## config.mk

```make
export PLATFORM = sky130hd
export DESIGN_NAME = spatz_issue_ctrl_flat
export DESIGN_NICKNAME = d
export VERILOG_FILES = /design/src/rtl/spatz_issue_ctrl_pkg.sv /design/src/rtl/spatz_issue_ctrl_if.sv /design/src/rtl/spatz_issue_ctrl_scoreboard.sv /design/src/rtl/spatz_issue_ctrl.sv /design/src/flat_wrapper.sv
export SDC_FILE = /design/constraint.sdc
export NUM_CORES = 1
export LEC_CHECK = 0
export CAP_MARGIN = 20
export CELL_PAD_IN_SITES_DETAIL_PLACEMENT = 1
export CELL_PAD_IN_SITES_GLOBAL_PLACEMENT = 2
export CORE_ASPECT_RATIO = 0.8
export CORE_MARGIN = 4
export CORE_UTILIZATION = 33
export DETAILED_ROUTE_END_ITERATION = 7
export PLACE_DENSITY_LB_ADDON = 0.1
export SYNTH_ARGS = -nofsm -noshare
export SYNTH_HDL_FRONTEND = slang
export SYNTH_SLANG_ARGS = --single-unit
```

## constraint.sdc

```tcl
create_clock -name clk_i -period 6.3 [get_ports clk_i]
set_input_delay 0.63 -clock clk_i [delete_from_list [all_inputs] [get_ports clk_i]]
set_output_delay 0.63 -clock clk_i [all_outputs]
set_load 0.02 [all_outputs]
```

## src/rtl/spatz_issue_ctrl_pkg.sv

```systemverilog
// Shared types for the Spatz issue controller: request format, execution-unit
// encoding, issue FSM states and default sizing.
package spatz_issue_ctrl_pkg;

    localparam int DefaultNrVregs        = 32;
    localparam int DefaultMaxOutstanding = 4;
    localparam int NrUnits               = 2;

    typedef enum logic [1:0] {
        EX_VFU  = 2'd0,
        EX_VLSU = 2'd1
    } ex_unit_e;

    typedef enum logic [1:0] {
        EMPTY    = 2'd0,
        STALL    = 2'd1,
        DISPATCH = 2'd2
    } issue_state_e;

    typedef struct packed {
        logic [7:0]  op;
        ex_unit_e    ex_unit;
        logic [15:0] vl;
        logic [4:0]  vd;
        logic [4:0]  vs1;
        logic [4:0]  vs2;
        logic        use_vd;
        logic        use_vs1;
        logic        use_vs2;
        logic        vd_is_src;
    } spatz_req_t;

    // Only VFU and VLSU exist; the remaining encodings are dropped on entry.
    function automatic logic unit_is_valid(input ex_unit_e unit);
        return (unit == EX_VFU) || (unit == EX_VLSU);
    endfunction

    // Index of a unit in per-unit arrays (VFU=0, VLSU=1).
    function automatic logic unit_idx(input ex_unit_e unit);
        return unit == EX_VLSU;
    endfunction

endpackage

```

## src/rtl/spatz_issue_ctrl_if.sv

```systemverilog
// Valid/ready request channel carrying one spatz_req_t.
interface spatz_issue_ctrl_if;
    import spatz_issue_ctrl_pkg::*;

    spatz_req_t req;
    logic       valid;
    logic       ready;

    modport master (output req, output valid, input ready);
    modport slave  (input req, input valid, output ready);
endinterface

```

## src/rtl/spatz_issue_ctrl_scoreboard.sv

```systemverilog
// Per-vreg pending-write scoreboard: one set port (dispatch), two clear ports
// (unit completion) and three combinational lookups of the registered state.
// Lookups never see a same-cycle clear.
module spatz_issue_ctrl_scoreboard #(
    parameter int NrVregs = 32
) (
    input  logic       clk_i,
    input  logic       rst_ni,
    input  logic       set_i,
    input  logic [4:0] set_idx_i,
    input  logic       clr_a_i,
    input  logic [4:0] clr_a_idx_i,
    input  logic       clr_b_i,
    input  logic [4:0] clr_b_idx_i,
    input  logic [4:0] vs1_idx_i,
    input  logic [4:0] vs2_idx_i,
    input  logic [4:0] vd_idx_i,
    output logic       vs1_busy_o,
    output logic       vs2_busy_o,
    output logic       vd_busy_o
);

    logic [NrVregs-1:0] busy_q;
    logic [NrVregs-1:0] busy_d;

    assign vs1_busy_o = busy_q[vs1_idx_i];
    assign vs2_busy_o = busy_q[vs2_idx_i];
    assign vd_busy_o  = busy_q[vd_idx_i];

    // Apply the dispatch set and both completion clears to the busy vector.
    always_comb begin
        busy_d = busy_q;
        if (set_i)   busy_d[set_idx_i]   = 1'b1;
        if (clr_a_i) busy_d[clr_a_idx_i] = 1'b0;
        if (clr_b_i) busy_d[clr_b_idx_i] = 1'b0;
    end

    // Busy vector register.
    always_ff @(posedge clk_i or negedge rst_ni) begin
        if (!rst_ni) busy_q <= '0;
        else         busy_q <= busy_d;
    end

`ifndef SYNTHESIS
    // A register cannot be dispatched while still pending, so set and clear
    // of the same bit in one cycle indicates a broken hazard check upstream.
    a_set_clr_conflict: assert property (@(posedge clk_i) disable iff (!rst_ni)
        !(set_i && ((clr_a_i && clr_a_idx_i == set_idx_i) ||
                    (clr_b_i && clr_b_idx_i == set_idx_i))));
`endif

endmodule

```

## src/rtl/spatz_issue_ctrl.sv

```systemverilog
// Issue controller in front of the Spatz VFU and VLSU. Holds one request,
// stalls it on RAW/WAW hazards or a full unit, and dispatches it from the
// buffer register to the selected unit.
module spatz_issue_ctrl
    import spatz_issue_ctrl_pkg::*;
#(
    parameter int NrVregs        = spatz_issue_ctrl_pkg::DefaultNrVregs,
    parameter int MaxOutstanding = spatz_issue_ctrl_pkg::DefaultMaxOutstanding
) (
    input  logic                      clk_i,
    input  logic                      rst_ni,
    spatz_issue_ctrl_if.slave         spatz_req,
    spatz_issue_ctrl_if.master        vfu_req,
    input  logic                      vfu_done_i,
    input  logic [4:0]                vfu_done_vd_i,
    input  logic                      vfu_done_we_i,
    spatz_issue_ctrl_if.master        vlsu_req,
    input  logic                      vlsu_done_i,
    input  logic [4:0]                vlsu_done_vd_i,
    input  logic                      vlsu_done_we_i,
    output logic                      busy_o
);

    localparam int CntW = $clog2(MaxOutstanding + 1);

    issue_state_e     state_q, state_d;
    spatz_req_t       buf_q;
    logic [CntW-1:0]  out_q [NrUnits];

    logic             tgt_ready, disp, fire, accept, latch;
    logic             pend_set, pend_cnt, hazard;
    logic [4:0]       rd_vs1, rd_vs2, rd_vd;
    logic             rd_use_vs1, rd_use_vs2, rd_use_vd;
    ex_unit_e         rd_unit;
    logic             sb_vs1, sb_vs2, sb_vd;
    logic [CntW:0]    rd_cnt;
    logic [NrUnits-1:0] inc, dec;

    assign tgt_ready = (buf_q.ex_unit == EX_VLSU) ? vlsu_req.ready : vfu_req.ready;
    assign fire      = disp & tgt_ready;

    assign vfu_req.req    = buf_q;
    assign vlsu_req.req   = buf_q;
    assign vfu_req.valid  = disp && (buf_q.ex_unit == EX_VFU);
    assign vlsu_req.valid = disp && (buf_q.ex_unit == EX_VLSU);

    assign inc[0] = fire && (buf_q.ex_unit == EX_VFU);
    assign inc[1] = fire && (buf_q.ex_unit == EX_VLSU);
    assign dec[0] = vfu_done_i;
    assign dec[1] = vlsu_done_i;

    spatz_issue_ctrl_scoreboard #(
        .NrVregs (NrVregs)
    ) u_sb (
        .clk_i       (clk_i),
        .rst_ni      (rst_ni),
        .set_i       (fire && buf_q.use_vd),
        .set_idx_i   (buf_q.vd),
        .clr_a_i     (vfu_done_i && vfu_done_we_i),
        .clr_a_idx_i (vfu_done_vd_i),
        .clr_b_i     (vlsu_done_i && vlsu_done_we_i),
        .clr_b_idx_i (vlsu_done_vd_i),
        .vs1_idx_i   (rd_vs1),
        .vs2_idx_i   (rd_vs2),
        .vd_idx_i    (rd_vd),
        .vs1_busy_o  (sb_vs1),
        .vs2_busy_o  (sb_vs2),
        .vd_busy_o   (sb_vd)
    );

    // Hazard check: the stalled buffer in STALL, otherwise the incoming
    // request. A request accepted while the buffer dispatches must also see
    // the busy bit and counter increment that dispatch is about to commit.
    always_comb begin
        if (state_q == STALL) begin
            rd_vs1     = buf_q.vs1;
            rd_vs2     = buf_q.vs2;
            rd_vd      = buf_q.vd;
            rd_use_vs1 = buf_q.use_vs1;
            rd_use_vs2 = buf_q.use_vs2;
            rd_use_vd  = buf_q.use_vd | buf_q.vd_is_src;
            rd_unit    = buf_q.ex_unit;
        end else begin
            rd_vs1     = spatz_req.req.vs1;
            rd_vs2     = spatz_req.req.vs2;
            rd_vd      = spatz_req.req.vd;
            rd_use_vs1 = spatz_req.req.use_vs1;
            rd_use_vs2 = spatz_req.req.use_vs2;
            rd_use_vd  = spatz_req.req.use_vd | spatz_req.req.vd_is_src;
            rd_unit    = spatz_req.req.ex_unit;
        end
        pend_set = (state_q == DISPATCH) && tgt_ready && buf_q.use_vd;
        pend_cnt = (state_q == DISPATCH) && tgt_ready && (buf_q.ex_unit == rd_unit);
        rd_cnt   = {1'b0, out_q[unit_idx(rd_unit)]} + {{CntW{1'b0}}, pend_cnt};
        hazard   = ((sb_vs2 | (pend_set && buf_q.vd == rd_vs2)) && rd_use_vs2) |
                   ((sb_vs1 | (pend_set && buf_q.vd == rd_vs1)) && rd_use_vs1) |
                   ((sb_vd  | (pend_set && buf_q.vd == rd_vd))  && rd_use_vd)  |
                   (rd_cnt >= (CntW+1)'(MaxOutstanding));
    end

    // Issue FSM: next state, dispatch strobe and upstream ready. vl==0 and
    // unknown-unit requests are consumed without touching the buffer.
    always_comb begin
        state_d         = state_q;
        spatz_req.ready = 1'b0;
        disp            = 1'b0;
        accept          = 1'b0;
        latch           = 1'b0;
        case (state_q)
            EMPTY: begin
                spatz_req.ready = 1'b1;
                accept          = spatz_req.valid;
            end
            STALL: begin
                if (!hazard) begin
                    disp    = 1'b1;
                    state_d = tgt_ready ? EMPTY : DISPATCH;
                end
            end
            DISPATCH: begin
                disp            = 1'b1;
                spatz_req.ready = tgt_ready;
                if (tgt_ready) begin
                    state_d = EMPTY;
                    accept  = spatz_req.valid;
                end
            end
            default: state_d = EMPTY;
        endcase
        if (accept && (spatz_req.req.vl != '0) && unit_is_valid(spatz_req.req.ex_unit)) begin
            latch   = 1'b1;
            state_d = hazard ? STALL : DISPATCH;
        end
    end

    // State and request buffer registers.
    always_ff @(posedge clk_i or negedge rst_ni) begin
        if (!rst_ni) begin
            state_q <= EMPTY;
            buf_q   <= '0;
        end else begin
            state_q <= state_d;
            if (latch) buf_q <= spatz_req.req;
        end
    end

    // Per-unit in-flight counters; dispatch and completion together cancel.
    always_ff @(posedge clk_i or negedge rst_ni) begin
        if (!rst_ni) begin
            for (int u = 0; u < NrUnits; u++) out_q[u] <= '0;
        end else begin
            for (int u = 0; u < NrUnits; u++) begin
                if (inc[u] && !dec[u])      out_q[u] <= out_q[u] + CntW'(1);
                else if (dec[u] && !inc[u]) out_q[u] <= out_q[u] - CntW'(1);
            end
        end
    end

    // Busy while a request is held or any unit has work in flight.
    always_comb begin
        busy_o = (state_q != EMPTY);
        for (int u = 0; u < NrUnits; u++) busy_o = busy_o | (|out_q[u]);
    end

`ifndef SYNTHESIS
    a_invalid_unit: assert property (@(posedge clk_i) disable iff (!rst_ni)
        !(accept && (spatz_req.req.vl != '0) && !unit_is_valid(spatz_req.req.ex_unit)));
    a_vfu_underflow: assert property (@(posedge clk_i) disable iff (!rst_ni)
        !(dec[0] && !inc[0] && (out_q[0] == '0)));
    a_vlsu_underflow: assert property (@(posedge clk_i) disable iff (!rst_ni)
        !(dec[1] && !inc[1] && (out_q[1] == '0)));
`endif

endmodule

```

## src/flat_wrapper.sv

```systemverilog
// flat-port wrapper written by rule: the top's interface ports become plain ports
module spatz_issue_ctrl_flat import spatz_issue_ctrl_pkg::*;
#(
    parameter int NrVregs        = spatz_issue_ctrl_pkg::DefaultNrVregs,
    parameter int MaxOutstanding = spatz_issue_ctrl_pkg::DefaultMaxOutstanding
)
  (clk_i, rst_ni, vfu_done_i, vfu_done_vd_i, vfu_done_we_i, vlsu_done_i, vlsu_done_vd_i, vlsu_done_we_i, busy_o, spatz_req_req, spatz_req_valid, spatz_req_ready, vfu_req_req, vfu_req_valid, vfu_req_ready, vlsu_req_req, vlsu_req_valid, vlsu_req_ready);
  spatz_issue_ctrl_if spatz_req_i ();
  spatz_issue_ctrl_if vfu_req_i ();
  spatz_issue_ctrl_if vlsu_req_i ();
  input  logic clk_i;
  input  logic rst_ni;
  input  logic vfu_done_i;
  input  logic [4:0] vfu_done_vd_i;
  input  logic vfu_done_we_i;
  input  logic vlsu_done_i;
  input  logic [4:0] vlsu_done_vd_i;
  input  logic vlsu_done_we_i;
  output logic busy_o;
  input wire logic [$bits(spatz_req_i.req)-1:0] spatz_req_req;
  input wire logic [$bits(spatz_req_i.valid)-1:0] spatz_req_valid;
  output wire logic [$bits(spatz_req_i.ready)-1:0] spatz_req_ready;
  output wire logic [$bits(vfu_req_i.req)-1:0] vfu_req_req;
  output wire logic [$bits(vfu_req_i.valid)-1:0] vfu_req_valid;
  input wire logic [$bits(vfu_req_i.ready)-1:0] vfu_req_ready;
  output wire logic [$bits(vlsu_req_i.req)-1:0] vlsu_req_req;
  output wire logic [$bits(vlsu_req_i.valid)-1:0] vlsu_req_valid;
  input wire logic [$bits(vlsu_req_i.ready)-1:0] vlsu_req_ready;
  assign spatz_req_i.req = spatz_req_req;
  assign spatz_req_i.valid = spatz_req_valid;
  assign spatz_req_ready = spatz_req_i.ready;
  assign vfu_req_req = vfu_req_i.req;
  assign vfu_req_valid = vfu_req_i.valid;
  assign vfu_req_i.ready = vfu_req_ready;
  assign vlsu_req_req = vlsu_req_i.req;
  assign vlsu_req_valid = vlsu_req_i.valid;
  assign vlsu_req_i.ready = vlsu_req_ready;
  spatz_issue_ctrl #(.NrVregs(NrVregs), .MaxOutstanding(MaxOutstanding)) u_core (.clk_i(clk_i), .rst_ni(rst_ni), .spatz_req(spatz_req_i), .vfu_req(vfu_req_i), .vfu_done_i(vfu_done_i), .vfu_done_vd_i(vfu_done_vd_i), .vfu_done_we_i(vfu_done_we_i), .vlsu_req(vlsu_req_i), .vlsu_done_i(vlsu_done_i), .vlsu_done_vd_i(vlsu_done_vd_i), .vlsu_done_we_i(vlsu_done_we_i), .busy_o(busy_o));
endmodule
```

Yosys cells after proc, flatten, opt, wreduce, memory -nomap -nowiden
Index checks and enable logic that the tools add are counted.
- add/subtract/negate cells: 5
- order comparisons: 11
- equality and inequality tests: 12
- muxes and demuxes: 42
- bitwise logic cells: 17
- reduce and logical (&&, ||, !) cells: 40
- operators by type and width (cell ; number):
    $mux 32 ; 3
    $and 32x32->32 ; 2
    $not 32->32 ; 2
    $lt 5x6->1 const B ; 6
    $or 32x32->32 ; 1
    $logic_and 1x1->1 ; 25
    $mux 3 ; 7
    $reduce_bool 16->1 ; 1
    $bmux 1 s5 ; 3
    $demux 1 s5 ; 3
    $eq 5x5->1 ; 3
    $ge 5x1->1 const B ; 3
    $mux 5 ; 3
    $mux 1 ; 13
    $mux 2 ; 6
    $or 1x1->1 ; 10
    $eq 2x1->1 const B ; 4
    $add 3x1->3 const B ; 2
    $logic_not 2->1 ; 3
    $pmux 1 s2 ; 3
    $pmux 2 s3 ; 1
    $reduce_bool 2->1 ; 3
    $reduce_or 3->1 ; 2
    $sub 3x1->3 const B ; 2
    other kinds (13) ; 16
- register bits after elaboration: 85
- input port bits: 64
- output and inout port bits: 94
- word-level logic and storage cells: 141

Logic depth before layout (Yosys ltp)
Gate-level depths: netlist of run 1.
- word-level depth: 19
- depth in mapped cells: 21
- gate-level depth less buffers: 16

Modules after synthesis
From an unflattened synthesis of run 1, not the netlist that was laid out.
- cell total of the unflattened synthesis: 547
- area total of the unflattened synthesis: 5741.8 um2
- modules (own cells, without submodules) (module ; times used ; cells each ; area each (um2)):
    spatz_issue_ctrl ; 1 ; 277 ; 3224.3
    spatz_issue_ctrl_scoreboard ; 1 ; 270 ; 2517.4

Worst setup path before layout of run 1
No wires, ideal clock.
- path type: register to register
- start: register u_core.state_q[1]
- end: register u_core.out_q[2] (netlist name)
- data arrival time: 4040 ps
- path slack: 2180 ps
- cell stages (with the launch flop): 18
- buffers on the path: 1
- cell sequence: dfrtp_1 -> inv_1 -> ha_1 -> mux2i_2 -> mux4_1 -> nand3b_1 -> nand2_1 -> o31ai_1 -> and4_1 -> buf_2 -> a41oi_1 -> and4b_1 -> ha_1 -> inv_1 -> fa_1 -> xor2_1 -> nor2_1 -> xor2_1
- cells in the longest elaborated chain, start to end: 17
- elaborated cells between the ends (all ways): 50
- ends and longest elaborated chain (item ; RTL line ; RTL):
    from (decl) ; spatz_issue_ctrl.sv:26 ; issue_state_e state_q, state_d;
    from (signal assigned) ; spatz_issue_ctrl.sv:142 ; state_q <= state_d;
    $eq 2x1->1 ; spatz_issue_ctrl.sv:75, spatz_issue_ctrl.sv:109 ;
    $mux 2 ; spatz_issue_ctrl.sv:75 ; if (state_q == STALL) begin
    $eq 2x1->1 ; spatz_issue_ctrl_pkg.sv:40 ; return unit == EX_VLSU;
    $not 1->2 (not written as such) ; spatz_issue_ctrl.sv:94 ; rd_cnt = {1'b0, out_q[unit_idx(rd_unit)]} + {{CntW{1'b0}}, pend_cnt};
    $mux 3 (not written as such) (3 in series) ; spatz_issue_ctrl.sv:94 ;
    $add 3x1->4 ; spatz_issue_ctrl.sv:94 ;
    $ge 4x3->1 ; spatz_issue_ctrl.sv:98 ; (rd_cnt >= (CntW+1)'(MaxOutstanding));
    $or 1x1->1 ; spatz_issue_ctrl.sv:97 ; ((sb_vd | (pend_set && buf_q.vd == rd_vd)) && rd_use_vd) |
    $mux 1 ; spatz_issue_ctrl.sv:115 ; if (!hazard) begin
    $pmux 1 s2 (*) ; spatz_issue_ctrl.sv:109 ; case (state_q)
    $and 1x1->1 (*) ; spatz_issue_ctrl.sv:40 ; assign fire = disp & tgt_ready;
    $logic_and 1x1->1 (*) ; spatz_issue_ctrl.sv:48 ; assign inc[1] = fire && (buf_q.ex_unit == EX_VLSU);
    $logic_not 1->1 ; spatz_issue_ctrl.sv:154 ; else if (dec[u] && !inc[u]) out_q[u] <= out_q[u] - CntW'(1);
    $logic_and 1x1->1 ; spatz_issue_ctrl.sv:154 ;
    $reduce_bool 2->1 (no source line) ; - ;
    to (signal, indexed assignment) ; spatz_issue_ctrl.sv:153 ; if (inc[u] && !dec[u]) out_q[u] <= out_q[u] + CntW'(1);
    to (signal, indexed assignment) ; spatz_issue_ctrl.sv:154 ;
    to (decl) ; spatz_issue_ctrl.sv:28 ; logic [CntW-1:0] out_q [NrUnits];
Mark *: on every way between the ends. The rest lies on a longest branch, timed or not. The select of a mux whose other input is x is not followed.
A chain may end at the register's enable or synchronous reset.

Worst setup path after layout of run 1
- start: register u_core.state_q[1]
- end: output vlsu_req_valid
- cells in the longest elaborated chain, start to end: 13
- elaborated cells between the ends (all ways): 44
- ends and longest elaborated chain (item ; RTL line ; RTL):
    $eq 2x1->1 ; spatz_issue_ctrl.sv:75, spatz_issue_ctrl.sv:109 ;
    $mux 2 ; spatz_issue_ctrl.sv:75 ;
    $eq 2x1->1 ; spatz_issue_ctrl_pkg.sv:40 ;
    $not 1->2 (not written as such) ; spatz_issue_ctrl.sv:94 ;
    $mux 3 (not written as such) (3 in series) ; spatz_issue_ctrl.sv:94 ;
    $add 3x1->4 ; spatz_issue_ctrl.sv:94 ;
    $ge 4x3->1 ; spatz_issue_ctrl.sv:98 ;
    $or 1x1->1 ; spatz_issue_ctrl.sv:97 ;
    $mux 1 ; spatz_issue_ctrl.sv:115 ;
    $pmux 1 s2 (*) ; spatz_issue_ctrl.sv:109 ;
    $logic_and 1x1->1 (*) ; spatz_issue_ctrl.sv:45 ; assign vlsu_req.valid = disp && (buf_q.ex_unit == EX_VLSU);
    to (decl) ; flat_wrapper.sv:27 ; output wire logic [$bits(vlsu_req_i.valid)-1:0] vlsu_req_valid;
Marked as above.

==> out/qor.log, run 1 <==
[critical_path] worst setup path class reg -> out
[synthesis] share of synthesized area occupied by flip-flops and latches 32.3%
[critical_path] setup slack of the worst register-to-register path 1420 ps
[drt] wire length after detailed routing 25600 um
[power_and_ir_drop] Pwr Density 484 nW/um2
[critical_path] capture instance of the worst register-to-register path u_core.out_q[2]
[floorplan] Chip Width 166 um
[floorplan] starting utilization of the core area 34.1%
[synthesis] number of warning messages in the yosys log 0
[synthesis] Post-synth top flop dfrtp_1
[floorplan] standard cell core area 19300 um2
[critical_path] critical path endpoint category output pin
[critical_path] arrival time at the worst endpoint 4610 ps
[clocking] maximum clock insertion buffer count 2
[global_routing] global-route wire length before repair 39500 um
[timing] number of max-slew violations in the final report 0
[critical_path] critical path peak fanout 12
[critical_path] Critical R2R Launch u_core.state_q[1]
[clocking] number of buffers created by CTS 9
[run_status] outcome completed
[placement] count of port buffers added during placement 157
[timing] Final min period 5240 ps
[timing] Clock Skews 9.70 ps
[power_and_ir_drop] Max rail drop VDD 209 uV
[floorplan] area of the die 22300 um2
[synthesis] synthesized flop and latch total 85
[global_routing] antenna violations before repair 0
[clocking] clk sink count 85
[placement] global placement routability congestion 0.905
[synthesis] Mapped Area 6590 um2
[critical_path] sort of element at the start of the critical path flop
[clocking] clock tree from TritonCTS done
[hold_path] worst min path class in -> async
[layout] number of filler cells placed in the layout 2218
[global_routing] largest net degree at the start of global routing 69
[timing] setup TNS 0 ps
[clocking] setup bufs post-CTS 0
[synthesis] complex-gate fraction of the synthesized area 22.5%
[synthesis] mux share of post-synthesis cell area 13.0%
[synthesis] xor/xnor cell area share of the yosys netlist 3.06%
[timing] Tcrit/Tclk final 83.2%
[layout] Ant. Diodes 0
[floorplan] overall die height 134 um
[placement] Inst Count DP 1074
[timing] number of hold violations in the final report 0
[synthesis] cell types occupying the most area after synthesis dfrtp_1 32%, mux2_2 7.7%, buf_4 5.4%, nand2_1 3.8%, o31ai_1 3.6%
[synthesis] distinct cell type count of the synthesized netlist 66
[drt] ANT nets after route 0
[timing] measured slew at the worst slew-check pin 973 ps
[power_and_ir_drop] leakage component of the power 0.00322 uW
[timing] Hold Worst Slack 145 ps
[synthesis] Post-Synthesis Cells 736
[clocking] H-tree depth 3
[timing] RSZ-0062 raised after global routing false
[synthesis] most numerous cell in the Yosys netlist dfrtp_1
[placement] final HPWL from detailed placement 19700 um
[drt] drt first pass iters 5
[layout] fraction of layout instances using a drive strength above 1 10.8%
[timing] Peak Freq 191 MHz
[synthesis] Simple-Gate Fraction of Synth Area 17.4%
[drt] Avg WL per Cell 23.5 um
[clocking] # hold bufs at CTS 0
[synthesis] most instantiated cells after synthesis 85 x dfrtp_1, 66 x nand2_1, 57 x nor2_1
[layout] Post-layout nets 898
[timing] max_slew headroom 34.6%
[flow_run] count of maximum capacitance violations 0
[timing] count of endpoints failing setup in the final report 0
[synthesis] Synth Area per Inst 8.96 um2
[clocking] CTS root buf clkbuf_16
[synthesis] post-synth top area cell dfrtp_1
[floorplan] # IOs 158
[global_routing] global route total overflow 0
[global_routing] number of global-route vias before repair 6316
[floorplan] row cnt 45
[synthesis] area share of the largest cell type after synthesis 32.3%
[clocking] clock slew seen by the registers of the worst setup and hold paths 70 ps
[clocking] worst skew pair latency 350 ps
[layout] area growth from synthesis to layout 26.3%
[clocking] post-cts repair resize count 0
[drt] Remaining DRCs 0
[synthesis] combinational family with the most area after synthesis compound AO/OA/AOI/OAI gates
[synthesis] synthesized-area fraction occupied by adder cells 1.56%
[layout] Layout Cells excl Fill 1090
[global_routing] total track usage 22.6%
[critical_path] critical path data required time 5670 ps
[synthesis] fraction of registers with async set/reset 100%
[drt] DR iter-0 viols 414
[drt] via/cell ratio 5.76
[synthesis] Mapped Nets 807
[drt] number of vias in the routed layout 6281
[critical_path] worst-case reg-to-reg path depth 16
[synthesis] number of flops mapped to enable cells by yosys 0
-- stage by stage --
stage | total power (uW) | area, um2 | util (%) | setup WS [ps]
final | 4030 | 8320 | 43.1 | 1060
after global routing | 4260 | 8320 | 43.1 | 795
after CTS | 4050 | 8320 | 43.1 | 1080
after detailed placement | 3430 | 7990 | 41.4 | 1280
after global placement | 3380 | 7990 | 41.4 | 1350
after floorplan | 2590 | 6590 | - | 2180
-- sequential cells by signal (all words and copies together), names as in the netlist --
name / cells
u_core.vfu_req.req: 45
u_core.out_q: 6
u_core.u_sb.busy_q: 32
u_core.state_q: 2
-- cells by family (layout without fill, tap and decap cells) --
logic type                 Yosys count  after routing
muxes                               70             70
DFF                                 85             85
adders and majority gates            7              7
and+or+nand+nor                    233            233
xor gates and xnor gates            23             23
AOI/OAI and AO/OA                  201            201
buffers and inverters              117            213
-- per-layer routing --
metal / GRT usage, % / up-vias / routed length (um)
met4: 4.76 / 0 / 340
met2: 37.1 / 190 / 12000
li1: - / 2874 / -
met5: 0 / - / 0
met3: 3.21 / 25 / 1160
met1: 31.8 / 3192 / 12000
-- critical path: stages, from the launching register on --
cell,delay [ps]
dfrtp_1,400
inv_1,110
ha_2,360
mux2i_2,690
mux4_1,650
nand3_1,120
nand2_1,60
o31ai_1,220
and4_1,410
a41oi_1,320
and3b_1,300
clkdlybuf4s50_1,600
-- how the worst max path moves through the flow --
stage / cells after the start / from / end
CTS: 13 / u_core.state_q[1] / vlsu_req_valid
detailed placement: 15 / spatz_req_req[14] / u_core.out_q[2]
global placement: 10 / spatz_req_req[14] / vfu_req_valid
global route: 13 / u_core.state_q[1] / vfu_req_valid
finish: 11 / u_core.state_q[1] / vlsu_req_valid
floorplan: 17 / u_core.state_q[1] / u_core.out_q[2]
-- report_power, final --
part / internal [uW] / switching [uW] / total (uW) / leakage, uW
Clock: 363 / 244 / 607 / 0.000165
Sequential: 749 / 377 / 1130 / 0.00106
Combinational: 1050 / 1240 / 2290 / 0.00199
-- final cells by class --
| type | count | area (um2) | share of cell area (%) |
|---|---|---|---|
| clock inverter | 6 | 93.8 | 1.13 |
| sequential | 85 | 2130 | 25.6 |
| clock buffer | 10 | 239 | 2.87 |
| tap | 258 | 323 | 3.88 |
| multi-input combinational | 534 | 3790 | 45.6 |
| timing repair buffer | 164 | 1620 | 19.5 |
| inverter | 33 | 124 | 1.49 |
-- placed cells by master (no fill, tap or decap), drive strengths merged, types with 5 or more instances in the layout --
master	Yosys	routed
nand2	66	66
nand3	22	22
nand2b	14	14
nor4	5	5
xnor2	10	10
o41ai	8	8
a22o	11	11
nand4	13	13
or2	11	11
a22oi	25	25
a21oi	22	22
o211ai	12	12
and3b	5	5
ha	5	5
dfrtp	85	85
xor2	13	13
inv	33	35
mux4	6	6
nor3	13	13
nor2b	7	7
o31ai	32	32
o22ai	10	10
nor3b	7	7
a31oi	6	6
mux2	46	46
o21ai	23	23
clkdlybuf4s50	0	156
nor2	57	57
clkbuf	20	10
mux2i	18	18
a211oi	9	9
buf	64	8
No activity file was read; power rests on OpenSTA's default activity.
==> inputs of run 2 (changes only) <==
--- a/config.mk
+++ b/config.mk
@@ -10,7 +10,7 @@
 export CELL_PAD_IN_SITES_GLOBAL_PLACEMENT = 2
 export CORE_ASPECT_RATIO = 0.8
 export CORE_MARGIN = 4
-export CORE_UTILIZATION = 33
+export CORE_UTILIZATION = 27
 export DETAILED_ROUTE_END_ITERATION = 7
 export PLACE_DENSITY_LB_ADDON = 0.1
 export SYNTH_ARGS = -nofsm -noshare
==> constraint.sdc (replaced) <==
create_clock -name clk_i -period 4.55 [get_ports clk_i]
set_input_delay 0.455 -clock clk_i [delete_from_list [all_inputs] [get_ports clk_i]]
set_output_delay 0.455 -clock clk_i [all_outputs]
set_load 0.02 [all_outputs]
==> run 2 against run 1 <==
Effect of this change: non-clock buffer count rose by 24; setup slack got worse by 770 ps; via count rose by 1.2%; first-iteration DRC count fell by 2.4%; die area rose by 21%; largest power group unchanged; highest routed layer unchanged; sequential share of layout area fell by 0.90 points.
==> out/qor.log, run 2 (synthesized netlist as in run 1, its figures left out) <==
[critical_path] cell with the biggest individual delay on the critical path or4_1
[floorplan] overall die height 148 um
[floorplan] area of the die 27000 um2
[placement] post-place instance area 8240 um2
[timing] Final min period 4260 ps
[layout] number of filler cells placed in the layout 2746
[timing] max_slew headroom 24.6%
[hold_path] worst min path class in -> async
[clocking] H-tree depth 3
[drt] DR iter-0 viols 404
[run_status] outcome completed
[global_routing] number of global-route vias before repair 6331
[timing] number of max-slew violations in the final report 0
[global_routing] antenna violations before repair 0
[layout] fraction of layout instances using a drive strength above 1 13.6%
[layout] area growth from synthesis to layout 30.9%
[timing] measured slew at the worst slew-check pin 1120 ps
[global_routing] total track usage 19.6%
[floorplan] standard cell core area 23700 um2
[global_routing] global route total overflow 0
[drt] Remaining DRCs 0
[critical_path] critical path peak fanout 7
[critical_path] slowest cell delay on critical path 590 ps
[layout] Layout Cells excl Fill 1168
[clocking] CTS root buf clkbuf_16
[placement] global placement routability congestion 0.912
[placement] count of port buffers added during placement 157
[critical_path] sort of element at the start of the critical path flop
[timing] number of hold violations in the final report 0
[layout] highest-count cells in the layout ignoring fill and taps 154 x clkdlybuf4s50_1, 85 x dfrtp_1, 65 x nand2_1, 57 x nor2_1, 45 x mux2_2
[layout] summed area of non-filler cells in the final layout 8630 um2
[clocking] worst skew pair latency 350 ps
[timing] RSZ-0062 raised after global routing false
[drt] via/cell ratio 5.44
[critical_path] ordered list of cells on the worst path inv_1 -> ha_1 -> nand2_1 -> mux2i_2 -> nand2_1 -> or4_1 -> nand4_1 -> nand3_1 -> a41oi_2 -> buf_4 -> and3b_1 -> dlygate4sd2_1
[power_and_ir_drop] Pwr Density 663 nW/um2
[flow_run] count of maximum capacitance violations 0
[floorplan] Chip Width 183 um
[layout] Post-layout nets 922
[floorplan] row cnt 50
[timing] count of endpoints failing setup in the final report 0
[drt] ANT nets after route 0
[layout] flip-flop count of the largest register, all copies and words added 45
[clocking] maximum clock insertion buffer count 2
[timing] Clock Skews 9.49 ps
[clocking] clock slew seen by the registers of the worst setup and hold paths 60 ps
[critical_path] most frequent cell on the critical path nand2_1
[placement] Inst Count DP 1148
[critical_path] arrival time at the worst endpoint 3810 ps
[clocking] clock tree from TritonCTS done
[critical_path] critical path endpoint category output pin
[timing] Peak Freq 235 MHz
[clocking] clk sink count 85
[timing] setup TNS 0 ps
[floorplan] starting utilization of the core area 27.8%
[drt] wire length after detailed routing 27000 um
[layout] most common cell after layout, fill and taps aside clkdlybuf4s50_1
[clocking] number of buffers created by CTS 9
[global_routing] largest net degree at the start of global routing 51
[critical_path] critical path data required time 4090 ps
[power_and_ir_drop] Max rail drop VDD 223 uV
[placement] final HPWL from detailed placement 21000 um
[drt] drt first pass iters 5
[floorplan] # IOs 158
[timing] Tcrit/Tclk final 93.7%
[critical_path] worst setup path class reg -> out
[global_routing] global-route wire length before repair 40900 um
[drt] number of vias in the routed layout 6358
[drt] Avg WL per Cell 23.1 um
[power_and_ir_drop] leakage component of the power 0.00334 uW
-- run 2: final timing paths --
kind	cells past startpoint	slack (ps)	from	endpoint
worst max-delay path	12	290	u_core.state_q[0]	vlsu_req_valid
worst max register to register	19	310	u_core.state_q[1]	u_core.out_q[2]
max in group asynchronous	2	3380	rst_ni	u_core.u_sb.busy_q[28]
worst min-delay path	1	160	rst_ni	u_core.vfu_req.req[39]
min in group clk_i	1	530	u_core.vfu_req.req[40]	u_core.vfu_req.req[40]
worst min register to register	1	530	u_core.vfu_req.req[40]	u_core.vfu_req.req[40]
-- run 2: critical path: cells and delay by family (launching register included) --
family	cells	cell delay, ps
simple gates	6	1480
buf+inv	3	610
flops	1	450
fa+ha+maj	1	380
compound gates	1	290
mux	1	270
-- run 2: repair_timing --
| item | CTS | global route |
|---|---|---|
| cloned | 0 | 1 |
| endpoints found under the setup margin | 2 | 6 |
| resized for setup | 5 | 4 |
| hold buffers | 0 | 0 |
| buffers inserted | 0 | 2 |
-- run 2: routing by layer --
layer | routed length (um) | GRT usage (%)
met5 | 0 | 0
met4 | 276 | 3.53
met3 | 1690 | 3.03
met2 | 12000 | 29.7
met1 | 13100 | 29.6
-- run 2: report_power, final --
part / internal (uW) / switching (uW) / total (uW)
Sequential: 1040 / 439 / 1480
Clock: 442 / 331 / 773
Combinational: 1600 / 1880 / 3470
Total: 3080 / 2650 / 5720
-- run 2: area by class of cell --
class,instances,area [um2],share of cell area [%]
multi-input cells,534,3830,44.4
flip-flops and latches,85,2130,24.7
repair buffers,188,1860,21.5
well taps,312,390,4.53
clock buffers,11,243,2.81
inverters,33,124,1.44
clock inverters,4,55.1,0.638
diodes,1,2.50,0.0290
-- run 2: metrics by stage --
| stage | setup slack (ps) | util (%) | hold slack (ps) | total power, uW |
|---|---|---|---|---|
| floorplan | 430 | - | 159 | 3590 |
| global placement | 206 | 34.8 | 513 | 4870 |
| detailed placement | 96.6 | 34.8 | 525 | 4920 |
| CTS | 145 | 36.1 | 186 | 5730 |
| global route | 6.03 | 36.4 | 200 | 6070 |
| finish | 288 | 36.4 | 157 | 5720 |
==> inputs of run 3 (changes only) <==
--- a/config.mk
+++ b/config.mk
@@ -5,11 +5,12 @@
 export SDC_FILE = /design/constraint.sdc
 export NUM_CORES = 1
 export LEC_CHECK = 0
+export ABC_CLOCK_PERIOD_IN_PS = 4550
 export CAP_MARGIN = 20
 export CELL_PAD_IN_SITES_DETAIL_PLACEMENT = 1
 export CELL_PAD_IN_SITES_GLOBAL_PLACEMENT = 2
 export CORE_ASPECT_RATIO = 0.8
-export CORE_MARGIN = 4
+export CORE_MARGIN = 2
 export CORE_UTILIZATION = 27
 export DETAILED_ROUTE_END_ITERATION = 7
 export PLACE_DENSITY_LB_ADDON = 0.1
==> run 3 against run 2 <==
Effect of this change: die area fell by 4.8%; routed wire length fell by 3.9%; largest power group unchanged; sequential share of layout area barely moved; core utilization fell by 0.68 points; first-iteration DRC count rose by 3.5%; combinational power barely moved; setup slack got worse by 59 ps; cell area barely moved; register-to-register slack got worse by 20 ps; final cell count rose by 0.77%; maximum frequency fell by 1.4%.
==> out/qor.log, run 3 (synthesized netlist as in run 1, its figures left out) <==
[run_status] outcome completed
[critical_path] slowest cell delay on critical path 510 ps
[clocking] CTS root buf clkbuf_16
[global_routing] antenna violations before repair 0
[layout] flip-flop count of the largest register, all copies and words added 45
[drt] Remaining DRCs 0
[floorplan] row cnt 51
[critical_path] worst setup path class reg -> out
[floorplan] Chip Width 179 um
[drt] ANT nets after route 0
[drt] DR iter-0 viols 418
[global_routing] global route total overflow 0
[drt] Avg WL per Cell 22.1 um
[drt] number of vias in the routed layout 6304
[drt] drt first pass iters 5
[layout] Ant. Diodes 0
[layout] fraction of layout instances using a drive strength above 1 13.9%
[layout] Layout Cells excl Fill 1177
[critical_path] capture instance of the worst register-to-register path u_core.out_q[4]
[floorplan] starting utilization of the core area 27.3%
[clocking] H-tree depth 3
[timing] Tcrit/Tclk final 95.0%
[timing] count of endpoints failing setup in the final report 0
[critical_path] setup slack of the worst register-to-register path 290 ps
[timing] setup TNS 0 ps
[placement] global placement routability congestion 0.923
[floorplan] overall die height 144 um
[critical_path] cell with the biggest individual delay on the critical path or4_1
[clocking] clk sink count 85
[timing] number of max-slew violations in the final report 0
[global_routing] number of global-route vias before repair 6436
[layout] summed area of non-filler cells in the final layout 8630 um2
[hold_path] worst min path class in -> async
[critical_path] sort of element at the start of the critical path flop
[clocking] setup bufs post-CTS 0
[clocking] maximum clock insertion buffer count 2
[placement] final HPWL from detailed placement 20500 um
[critical_path] buffering stage count on the worst path with inverters included 4
[timing] number of hold violations in the final report 0
[drt] wire length after detailed routing 26000 um
[power_and_ir_drop] total power consumption of the routed design 5720 uW
[critical_path] most frequent cell on the critical path nand3_1
[layout] area growth from synthesis to layout 31.0%
[placement] count of port buffers added during placement 157
[clocking] worst skew pair latency 360 ps
[timing] Hold Worst Slack 135 ps
[floorplan] standard cell core area 24200 um2
[timing] Clock Skews 11.0 ps
[clocking] clock slew seen by the registers of the worst setup and hold paths 70 ps
[critical_path] arrival time at the worst endpoint 3870 ps
[floorplan] area of the die 25700 um2
[layout] number of filler cells placed in the layout 2761
[power_and_ir_drop] leakage component of the power 0.00335 uW
[layout] highest-count cells in the layout ignoring fill and taps 154 x clkdlybuf4s50_1, 85 x dfrtp_1, 65 x nand2_1, 57 x nor2_1, 45 x mux2_2
[flow_run] count of maximum capacitance violations 0
[placement] Inst Count DP 1160
[floorplan] # IOs 158
[timing] measured slew at the worst slew-check pin 1050 ps
[timing] Final min period 4320 ps
[drt] via/cell ratio 5.36
[clocking] clock tree from TritonCTS done
[global_routing] total track usage 20.3%
[clocking] number of buffers created by CTS 9
[critical_path] Critical R2R Launch u_core.state_q[1]
[critical_path] worst-case reg-to-reg path depth 16
[power_and_ir_drop] Pwr Density 663 nW/um2
[global_routing] global-route wire length before repair 39500 um
[power_and_ir_drop] Max rail drop VDD 253 uV
[timing] RSZ-0062 raised after global routing false
[timing] max_slew headroom 29.2%
[critical_path] critical path endpoint category output pin
[critical_path] ordered list of cells on the worst path inv_1 -> ha_4 -> buf_12 -> mux2_2 -> xnor2_1 -> nand3_1 -> or4_1 -> nand4_1 -> nand3_1 -> a41oi_2 -> buf_4 -> and3b_1 -> dlygate4sd2_1
[critical_path] number of cells on the critical path 13
[global_routing] largest net degree at the start of global routing 52
[layout] most common cell after layout, fill and taps aside clkdlybuf4s50_1
[layout] Post-layout nets 925
[placement] post-place instance area 8270 um2
[critical_path] cell type group with the largest total delay on the critical path simple AND/OR/NAND/NOR gates
[timing] Peak Freq 231 MHz
[critical_path] critical path data required time 4090 ps
[critical_path] critical path peak fanout 18
==> run 3: changes by cell type in the layout (fill, tap and decap cells not counted), sizes merged <==
| cell | before | now |
|---|---|---|
| clkbuf | 13 | 10 |
| inv | 35 | 36 |
| diode | 1 | 0 |
| clkinv | 0 | 2 |
| buf | 30 | 34 |
==> run 3: routing by layer <==
metal | global-route usage, % | wire length, um | vias to the layer above | share of wire, %
met5 | 0 | 0 | - | 0
met4 | 4.84 | 331 | 0 | 1.3
met3 | 2.72 | 1190 | 24 | 4.6
met2 | 31.7 | 11700 | 184 | 45
met1 | 29.6 | 12800 | 3180 | 49
li1 | - | - | 2916 | -
==> run 3: worst reg2reg max path: stages, from the launching register on <==
cell,delay (ps)
dfrtp_1,400
inv_1,130
ha_4,260
buf_12,200
mux2_2,460
xnor2_1,180
nand3_1,90
or4_1,510
nand4_1,160
nand3_1,180
a41oi_2,290
buf_4,170
and4b_1,200
ha_1,200
inv_1,70
fa_1,400
mux2_2,270
==> run 3: metrics by stage <==
stage	utilization [%]	worst slack, ps
floorplan	-	430
global placement	34.2	175
detailed placement	34.2	127
CTS	35.6	184
global route	35.7	1.94
finish	35.7	229
==> run 3: where the power goes <==
group          switching (uW)  internal [uW]
Combinational            1880           1590
Clock                     374            442
Sequential                395           1040
==> run 3: layout make-up <==
class	instances	area (um2)	area share [%]
multi-input combinational	534	3810	44.2
sequential	85	2130	24.6
timing repair buffer	191	1850	21.4
tap	318	398	4.61
clock buffer	9	225	2.61
inverter	33	124	1.43
clock inverter	7	93.8	1.09
==> run 3: what timing repair did <==
| action | in CTS | in global routing |
|---|---|---|
| resized for setup | 4 | 1 |
| cloned | 0 | 1 |
| hold buffers | 0 | 0 |
| setup endpoints to repair | 2 | 5 |
==> run 3: worst max path at each step <==
stage	to	start	slack, ps
floorplan	u_core.out_q[2]	u_core.state_q[1]	430
global placement	u_core.out_q[4]	vlsu_req_ready	180
detailed placement	u_core.out_q[4]	u_core.state_q[1]	130
CTS	vlsu_req_valid	u_core.state_q[1]	180
global route	u_core.out_q[2]	u_core.state_q[1]	2
finish	vlsu_req_valid	u_core.state_q[1]	230
